File: config.mk
export PLATFORM = sky130hd
export DESIGN_NAME = sw_input_stage
export DESIGN_NICKNAME = d
export VERILOG_FILES = /design/src/rtl/picomips_pkg.sv /design/src/rtl/btn_debounce.sv /design/src/rtl/sw_input_stage.sv
export SDC_FILE = /design/constraint.sdc
export NUM_CORES = 1
export LEC_CHECK = 0
export BUFFER_PORTS_ARGS = -buffer_cell sky130_fd_sc_hd__buf_2
export CORE_UTILIZATION = 35
export CTS_CLUSTER_DIAMETER = 100
export DETAILED_ROUTE_END_ITERATION = 7
export PLACE_DENSITY_LB_ADDON = 0.25
export RECOVER_POWER = 100
export SLEW_MARGIN = 10
export SYNTH_ARGS = -nofsm -noshare
export SYNTH_HDL_FRONTEND = slang
export SYNTH_HIERARCHICAL = 1
export SYNTH_SLANG_ARGS = --single-unit
export TNS_END_PERCENT = 100
File: constraint.sdc
create_clock -name clk -period 1.7 [get_ports clk]
set_clock_uncertainty 0.2 [all_clocks]
set_input_delay 0.085 -clock clk [delete_from_list [all_inputs] [get_ports clk]]
set_output_delay 0.085 -clock clk [all_outputs]
set_load 0.01 [all_outputs]
File: src/rtl/picomips_pkg.sv
// Shared picoMIPS types and default constants for the operand-input stage.
package picomips_pkg;

   typedef enum logic [1:0] {
      IDLE         = 2'd0,
      WAIT_PRESS   = 2'd1,
      WAIT_RELEASE = 2'd2,
      DONE         = 2'd3
   } sw_state_t;

   localparam int N_DEFAULT         = 8;
   localparam int DB_CYCLES_DEFAULT = 1_000_000;

endpackage

File: src/rtl/btn_debounce.sv
// Push-button synchroniser and debouncer.
// With SW_INPUT_DEBOUNCE_EN defined the output flips only after DB_CYCLES steady clocks; otherwise it is the synced level registered once.
module btn_debounce
   import picomips_pkg::*;
#(
   parameter int DB_CYCLES = DB_CYCLES_DEFAULT
) (
   input  logic clk,
   input  logic nreset,
   input  logic btn,
   output logic btn_stable
);

   // A window shorter than 2 would leave no room for the counter to filter anything.
   if (DB_CYCLES < 2) begin : g_bad_db_cycles
      $error("btn_debounce: DB_CYCLES must be >= 2");
   end

   logic [1:0] btn_sync;
   logic       btn_s;

   always_ff @(posedge clk or negedge nreset) begin
      if (!nreset) begin
         btn_sync <= 2'b00;
      end else begin
         btn_sync <= {btn_sync[0], btn};
      end
   end

   assign btn_s = btn_sync[1];

`ifdef SW_INPUT_DEBOUNCE_EN
   localparam int CW = $clog2(DB_CYCLES);

   logic [CW-1:0] cnt;

   // Any sample agreeing with the current stable level restarts the window.
   always_ff @(posedge clk or negedge nreset) begin
      if (!nreset) begin
         cnt        <= '0;
         btn_stable <= 1'b0;
      end else if (btn_s == btn_stable) begin
         cnt <= '0;
      end else if (cnt == CW'(DB_CYCLES - 1)) begin
         cnt        <= '0;
         btn_stable <= ~btn_stable;
      end else begin
         cnt <= cnt + 1'b1;
      end
   end
`else
   always_ff @(posedge clk or negedge nreset) begin
      if (!nreset) begin
         btn_stable <= 1'b0;
      end else begin
         btn_stable <= btn_s;
      end
   end
`endif

endmodule

File: src/rtl/sw_input_stage.sv
// picoMIPS operand-input stage: stalls the PC on an input instruction until a debounced press/release, then strobes the latched switches.
// Optional debounce counter is selected by SW_INPUT_DEBOUNCE_EN (see btn_debounce).
module sw_input_stage
   import picomips_pkg::*;
#(
   parameter int n         = N_DEFAULT,
   parameter int DB_CYCLES = DB_CYCLES_DEFAULT
) (
   input  logic         clk,
   input  logic         nreset,
   input  logic [n-1:0] sw,
   input  logic         btn,
   input  logic         req,
   output logic [n-1:0] data,
   output logic         valid,
   output logic         stall,
   output sw_state_t    dbg_state
);

   logic [n-1:0] sw_meta;
   logic [n-1:0] sw_sync;
   logic         btn_stable;
   logic         btn_stable_q;
   logic         press;
   logic         btn_released;
   logic         capture;
   sw_state_t    state_q;
   sw_state_t    state_d;

   always_ff @(posedge clk or negedge nreset) begin
      if (!nreset) begin
         sw_meta <= '0;
         sw_sync <= '0;
      end else begin
         sw_meta <= sw;
         sw_sync <= sw_meta;
      end
   end

   btn_debounce #(
      .DB_CYCLES (DB_CYCLES)
   ) u_btn_debounce (
      .clk        (clk),
      .nreset     (nreset),
      .btn        (btn),
      .btn_stable (btn_stable)
   );

   always_ff @(posedge clk or negedge nreset) begin
      if (!nreset) begin
         btn_stable_q <= 1'b0;
      end else begin
         btn_stable_q <= btn_stable;
      end
   end

   // Only a fresh rising edge counts, so a button already held when req rises is ignored.
   assign press        = btn_stable & ~btn_stable_q;
   assign btn_released = ~btn_stable;

   always_ff @(posedge clk or negedge nreset) begin
      if (!nreset) begin
         state_q <= IDLE;
      end else begin
         state_q <= state_d;
      end
   end

   always_comb begin
      state_d = state_q;
      capture = 1'b0;
      case (state_q)
         IDLE: begin
            if (req) state_d = WAIT_PRESS;
         end
         WAIT_PRESS: begin
            if (press) begin
               capture = 1'b1;
               state_d = WAIT_RELEASE;
            end
         end
         WAIT_RELEASE: begin
            if (btn_released) state_d = DONE;
         end
         DONE: begin
            state_d = IDLE;
         end
         default: begin
            state_d = IDLE;
         end
      endcase
   end

   always_ff @(posedge clk or negedge nreset) begin
      if (!nreset) begin
         data <= '0;
      end else if (capture) begin
         data <= sw_sync;
      end
   end

   // valid is a one-cycle strobe with no ready: the consumer takes data in the DONE
   // cycle, and stall (combinational on req in IDLE) holds the PC until then.
   always_comb begin
      stall = ((state_q == IDLE) && req) ||
              (state_q == WAIT_PRESS) ||
              (state_q == WAIT_RELEASE);
      valid = (state_q == DONE);
   end

   assign dbg_state = state_q;

endmodule

==> summary.md, run 1 <==
| Metric | Value |
|---|---|
| Sw frac | `0.2942` |
| Fin worst setup slack | `-53.84 ps` |
| Row Count | `18` |
| Total CTS buffers | `5` |
| Routed via count | `561` |
| DRT Wirelength | `around 1500 µm` |
| Clock Power Share | `0.225` |
| Core area | `2545 µm²` |
| Post-synthesis compound-gate area fraction | `0.01931` |
| Max frequency | `570.2 MHz` |
| Die Span Y | `54.71 µm` |
| Area of the mapped netlist | `972.2 µm²` |
| Cell variety after synth | `11` |
| Reg2reg start | `dbg_state[0]` |
| Crit path launch | `dbg_state[0]` |
| Max-Cap Viols | `0` |
| ANT nets after route | `0` |
| Maximum vdd drop | `around 1.0 mV` |
| Post-DP HPWL | `945.8 µm` |
| First-pass GRT wire length | `roughly 2300 µm` |
| Clk pin slew, worst setup/hold paths | `90 ps` |
| Register area share after synthesis | `0.7722` |
| Worst reg2reg path endpoint | `dbg_state[0]` |
| Vias/cell | `4.282` |
| Yosys reg bits | `30` |
| Comb pwr share | `0.343` |
| Share of cells above drive strength 1 | `0.4554` |
| Slew HR | `0.5481` |
| Hold Path Class | `input port to flip-flop` |
| Slew of the pin with the lowest slew margin | `slightly below 700 ps` |
| Cell Count, Final, Fillers Out | `131` |
| Vias in the first global route | `about 540` |
| Setup crit end kind | `flip-flop` |
| CP Cell Sequence | `inv_4, ha_4, a222oi_1, buf_4, mux2i_2` |
| Grt total ovfl | `0` |
| Fin nets | `~120` |
| Synthesis Warnings | `6` |
| Initial antenna violation count | `0` |
| Area delta synth->final | `44.14%` |
| Syn Area/Cell | `18.34 µm²` |
| GP Congestion | `0.6832` |
| Register-to-Register Path Depth | `5` |
| Status | `complete, but fails checks` |
| Number of top-level pins | `24` |
| Failing checks | `setup timing` |
| Clock Path Buffers | `2` |
| Slowest stage delay, CP | `440 ps` |
| Hold path start | `req` |
| Worst setup SP type | `flip-flop` |
| LEAKAGE | `0.6565 nW` |
| DRT iter0 DRCs | `3` |
| Synth Area in Simple Gates | `0.01802` |
| Cells after synthesis | `53` |
| Clk_lat worst skew | `310 ps` |
| Hold endpoint | `dbg_state[1]` |
| Synth Area in Adders | `0.06435` |
| Total GRT Usage | `0.1200` |
| RSZ-0062 raised after global routing | `yes` |
| CTS tree | `done` |
| DP Cell Count | `110` |
| Multiplexer area fraction after synthesis | `0.1145` |
| Hold Path Cell Cnt | `4` |
| Chip width | `54.71 µm` |
| Worst path slowest cell | `dfrtp_2` |
| WP data required | `1730 ps` |
| Mapped Nets | `70` |
| Flop pwr share | `0.432` |
| Setup TNS Final | `-115.9 ps` |
| TritonCTS Sinks | `30` |
| DRC viols | `0` |
| Initial Utilization | `0.3820` |
| Crit path DAT | `about 1800 ps` |
| Pint | `0.001568 W` |
| WS Path Type | `flip-flop to flip-flop` |
| Diodes inserted | `0` |
| Clock Tree Root | `clkbuf_4` |
| PortBufs | `23` |
| DIE AREA | `2993 µm²` |
| Tcrit/Tclk final | `1.032` |
| Largest net degree at the start of global routing | `31` |
| Final hold vios | `0` |
| Tmin final | `1754 ps` |
| FF-to-FF setup slack | `-50 ps` |
| Total net switching power | `0.0006536 W` |
| DR WL/cell | `about 11 µm` |
| Pwr dens | `1585 nW/µm²` |
| Crit Path Max Fanout | `4` |
| Xor/xnor share of the synthesized area | `0` |
| Post-layout util | `0.5506` |
| Largest family of logic cells by synthesized area | `multiplexers` |
| Number of H-tree levels | `2` |
| DRT Pass-1 Iters | `4` |
| Final Slew Violations | `0` |
| Final setup viols | `3` |
[synth_stat cells, drive strengths merged]
library cell,n,area [µm²]
mux2i,1,10.01
nor2,1,3.750
nand3b,1,7.510
a211o,1,8.760
nand2b,1,6.260
ha,5,62.56
mux2,9,101.4
a222oi,1,10.01
dfrtp,30,750.7
inv,3,11.26
[power groups by stage]
stage          combinational, W  sequential (W)  clock [W]
6_report               0.000762        0.000960   0.000500
5_1_grt                0.000846        0.000985   0.000557
4_1_cts                0.000728        0.000942   0.000520
3_5_place_dp           0.000674        0.000956          0
3_3_place_gp           0.000649        0.000948          0
2_1_floorplan          0.000298         0.00102          0
[cell type report]
cell class | instances | area, µm²
multi-input cells | 20 | 241.5
inverters | 3 | 16.27
repair buffers | 40 | 274.0
clock buffers | 8 | 78.83
flip-flops and latches | 30 | 753.2
fillers | 234 | 1144
well taps | 30 | 37.54
[layer usage]
layer / GRT usage / vias to the layer above / share of wire
met2: 0.1687 / 20 / 0.48
met4: 0.1026 / 0 / 0.024
met1: 0.1449 / 263 / 0.42
li1: - / 272 / -
met3: 0.04167 / 6 / 0.068
met5: 0 / - / 0
[worst max-delay path: cells and delay by family (launching register included)]
kind                     cells  cell delay (ps)
flip-flops                   1              440
AO/OA/AOI/OAI                1              420
buffers and inverters        2              250
multiplexers                 1              200
adder cells (fa/ha/maj)      1              160
[state kept, by name, indices dropped and copies added (netlist names)]
register,flops
data,8
dbg_state,2
sw_meta,8
sw_sync,8
btn_stable_q,1
u_btn_debounce/btn_sync,2
u_btn_debounce/btn_stable,1
[how the worst max path moves through the flow]
stage	end	slack, ps	depth (start not counted)
floorplan	dbg_state[1]	-80	4
global placement	dbg_state[1]	-10	4
detailed placement	dbg_state[1]	-70	4
CTS	dbg_state[1]	-70	4
global route	dbg_state[0]	-120	5
finish	dbg_state[0]	-50	5
[kinds of logic after synthesis]
logic type,after synthesis
compound gates,2
fa+ha+maj,5
buf+inv,3
flops,30
mux,10
simple gates,3
[stage by stage]
step / cell area [µm²] / power [W] / setup slack, ps / hold slack [ps]
floorplan: 985.9 / 0.001315 / -81.10 / -410.6
global placement: 1181 / 0.001597 / -12.11 / -69.18
detailed placement: 1181 / 0.001629 / -73.54 / -63.36
CTS: 1378 / 0.002191 / -73.56 / 24.81
global route: 1401 / 0.002387 / -123.4 / 35.59
finish: 1401 / 0.002222 / -53.84 / 34.85
[timing repair]
action | in CTS | in global routing
gates cloned | 0 | 0
hold endpoints to repair | 39 | 0
buffers inserted | 2 | 1
gates resized for setup | 2 | 7
hold buffers | 10 | 0
pin swaps | 2 | 3
endpoints found under the setup margin | 3 | 3
[placed cells by master (no fill, tap or decap), types with 3 or more instances in the layout]
master,count
buf_2,14
buf_4,5
clkbuf_1,8
clkbuf_4,5
clkbuf_8,3
dfrtp_1,28
dlygate4sd3_1,10
mux2_2,8
No activity file was read; power rests on OpenSTA's default activity.
==> run 2, diff against run 1 <==
--- a/config.mk
+++ b/config.mk
@@ -6,11 +6,12 @@
 export NUM_CORES = 1
 export LEC_CHECK = 0
 export BUFFER_PORTS_ARGS = -buffer_cell sky130_fd_sc_hd__buf_2
-export CORE_UTILIZATION = 35
+export CORE_UTILIZATION = 45
 export CTS_CLUSTER_DIAMETER = 100
 export DETAILED_ROUTE_END_ITERATION = 7
 export PLACE_DENSITY_LB_ADDON = 0.25
 export RECOVER_POWER = 100
+export REMOVE_ABC_BUFFERS = 1
 export SLEW_MARGIN = 10
 export SYNTH_ARGS = -nofsm -noshare
 export SYNTH_HDL_FRONTEND = slang
==> summary.md, run 2 (synthesis gave the netlist of run 1 again) <==
| Metric | Value |
|---|---|
| WS Path Type | `flip-flop to flip-flop` |
| DRT iter0 DRCs | `12` |
| TritonCTS Sinks | `30` |
| DRT Wirelength | `1651 µm` |
| Total net switching power | `0.0006780 W` |
| Chip width | `48.48 µm` |
| Die Span Y | `48.48 µm` |
| Total GRT Usage | `0.1825` |
| Clock Path Buffers | `2` |
| RSZ-0062 raised after global routing | `yes` |
| Post-DP HPWL | `roughly 970 µm` |
| Crit path DAT | `1740 ps` |
| DIE AREA | `2350 µm²` |
| Comb pwr share | `0.351` |
| CTS tree | `done` |
| DR WL/cell | `12.60 µm` |
| Share of cells above drive strength 1 | `0.4615` |
| Sw frac | `0.2953` |
| Final setup viols | `2` |
| FF+latch area | `between 700 and 800 µm²` |
| GP Congestion | `0.7954` |
| Max frequency | `577.2 MHz` |
| First-pass GRT wire length | `2925 µm` |
| WP data required | `1710 ps` |
| Maximum vdd drop | `between 0.9 and 1 mV` |
| Multi-input logic area | `231.5 µm²` |
| Vias/cell | `roughly 4.6` |
| Diodes inserted | `0` |
| Number of H-tree levels | `2` |
| Pint | `0.001618 W` |
| Routed via count | `600` |
| DRT Pass-1 Iters | `4` |
| Final Slew Violations | `0` |
| Number of fill cells | `146` |
| ANT nets after route | `0` |
| Grt total ovfl | `0` |
| Most frequent cells in the layout | `29 x dfrtp_1, 14 x buf_2, 10 x dlygate4sd3_1` |
| Slew of the pin with the lowest slew margin | `685.2 ps` |
| Tcrit/Tclk final | `1.019` |
| Clk pin slew, worst setup/hold paths | `about 100 ps` |
| Row Count | `16` |
| Setup crit end kind | `flip-flop` |
| Most common cell after layout, fill and taps aside | `dfrtp_1` |
| Cell Count, Final, Fillers Out | `131` |
| Area delta synth->final | `42.99%` |
| DP Cell Count | `110` |
| Vias in the first global route | `668` |
| Hold Path Class | `input port to async pin` |
| Biggest regs | `data: 8 flops, sw_meta: 8 flops, sw_sync: 8 flops` |
| Max-Cap Viols | `0` |
| Hold_ws | `138.6 ps` |
| Tmin final | `around 1700 ps` |
| Crit Path Max Fanout | `3` |
| Clock Power Share | `0.235` |
| Clk_lat worst skew | `320 ps` |
| Clock Tree Root | `clkbuf_4` |
| Initial antenna violation count | `0` |
| Core area | `2002 µm²` |
| Status | `complete, but fails checks` |
| Register-to-Register Path Depth | `5` |
| Flop pwr share | `0.414` |
| Largest net degree at the start of global routing | `31` |
| LEAKAGE | `0.6702 nW` |
| Fin nets | `120` |
| Total CTS buffers | `5` |
| Final hold vios | `0` |
| PortBufs | `23` |
| Failing checks | `setup timing` |
| Worst setup SP type | `flip-flop` |
| Pwr dens | `1652 nW/µm²` |
| Number of top-level pins | `24` |
| Slew HR | `0.5432` |
| DRC viols | `0` |
| Initial Utilization | `0.4856` |
| Fin worst setup slack | `-32.36 ps` |
run 2: cell count changes in the layout (fill, tap and decap cells not counted), moves of 2 or more:
cell,previous run,this run
buf_4,5,8
clkbuf_8,3,0
clkinv_2,0,2
inv_2,0,2
inv_4,2,0
run 2: metrics by stage:
stage               utilization  cell area [µm²]  TNS (ps)  total power [W]  setup slack (ps)
floorplan                     -            972.2    -137.7         0.001291            -137.7
CTS                      0.6956             1393    -66.08         0.002311            -31.78
global route             0.6944             1390    -264.7         0.002450            -103.8
global placement         0.5863             1174         0         0.001598             2.007
finish                   0.6944             1390    -44.53         0.002296            -32.36
detailed placement       0.5863             1174    -106.1         0.001630            -65.15
run 2: layer usage:
layer	GRT usage	share of wire
met1	0.1840	0.36
met2	0.2958	0.56
met3	0.1069	0.052
met4	0.09804	0.021
met5	0	0
run 2: power groups by stage:
stage               sequential, W  clock, W  combinational, W
detailed placement       0.000945         0          0.000685
CTS                      0.000943  0.000556          0.000812
global route             0.000970  0.000599          0.000881
floorplan                 0.00101         0          0.000286
global placement         0.000934         0          0.000664
finish                   0.000951  0.000539          0.000807
run 2: final timing paths:
kind / start / slack, ps / endpoint
max: dbg_state[0] / -30 / dbg_state[1]
min: nreset / 140 / data[3]
max reg2reg: dbg_state[0] / -30 / dbg_state[1]
min reg2reg: sw_meta[0] / 150 / sw_sync[0]
max in group asynchronous: nreset / 680 / dbg_state[1]
min in group clk: req / 140 / dbg_state[1]
run 2: critical path, stage by stage, from the launching register on:
cell and delay (ps):
dfrtp_1 410, inv_2 80, ha_4 170, a222oi_1 300, buf_4 180, mux2_4 290
run 2: layout make-up:
type	count	share of cell area
clock buffers	5	0.02700
multi-input cells	20	0.1665
well taps	27	0.02430
clock inverters	3	0.02880
repair buffers	43	0.2043
inverters	3	0.008101
flip-flops and latches	30	0.5410
run 2: repair_timing:
action | 4_1_cts | 5_1_grt
pin swaps | 1 | 1
hold buffers | 10 | 0
gates cloned | 0 | 0
setup endpoints to repair | 3 | 3
resized for setup | 6 | 3
endpoints found under the hold margin | 39 | 0
buffers inserted | 3 | 0
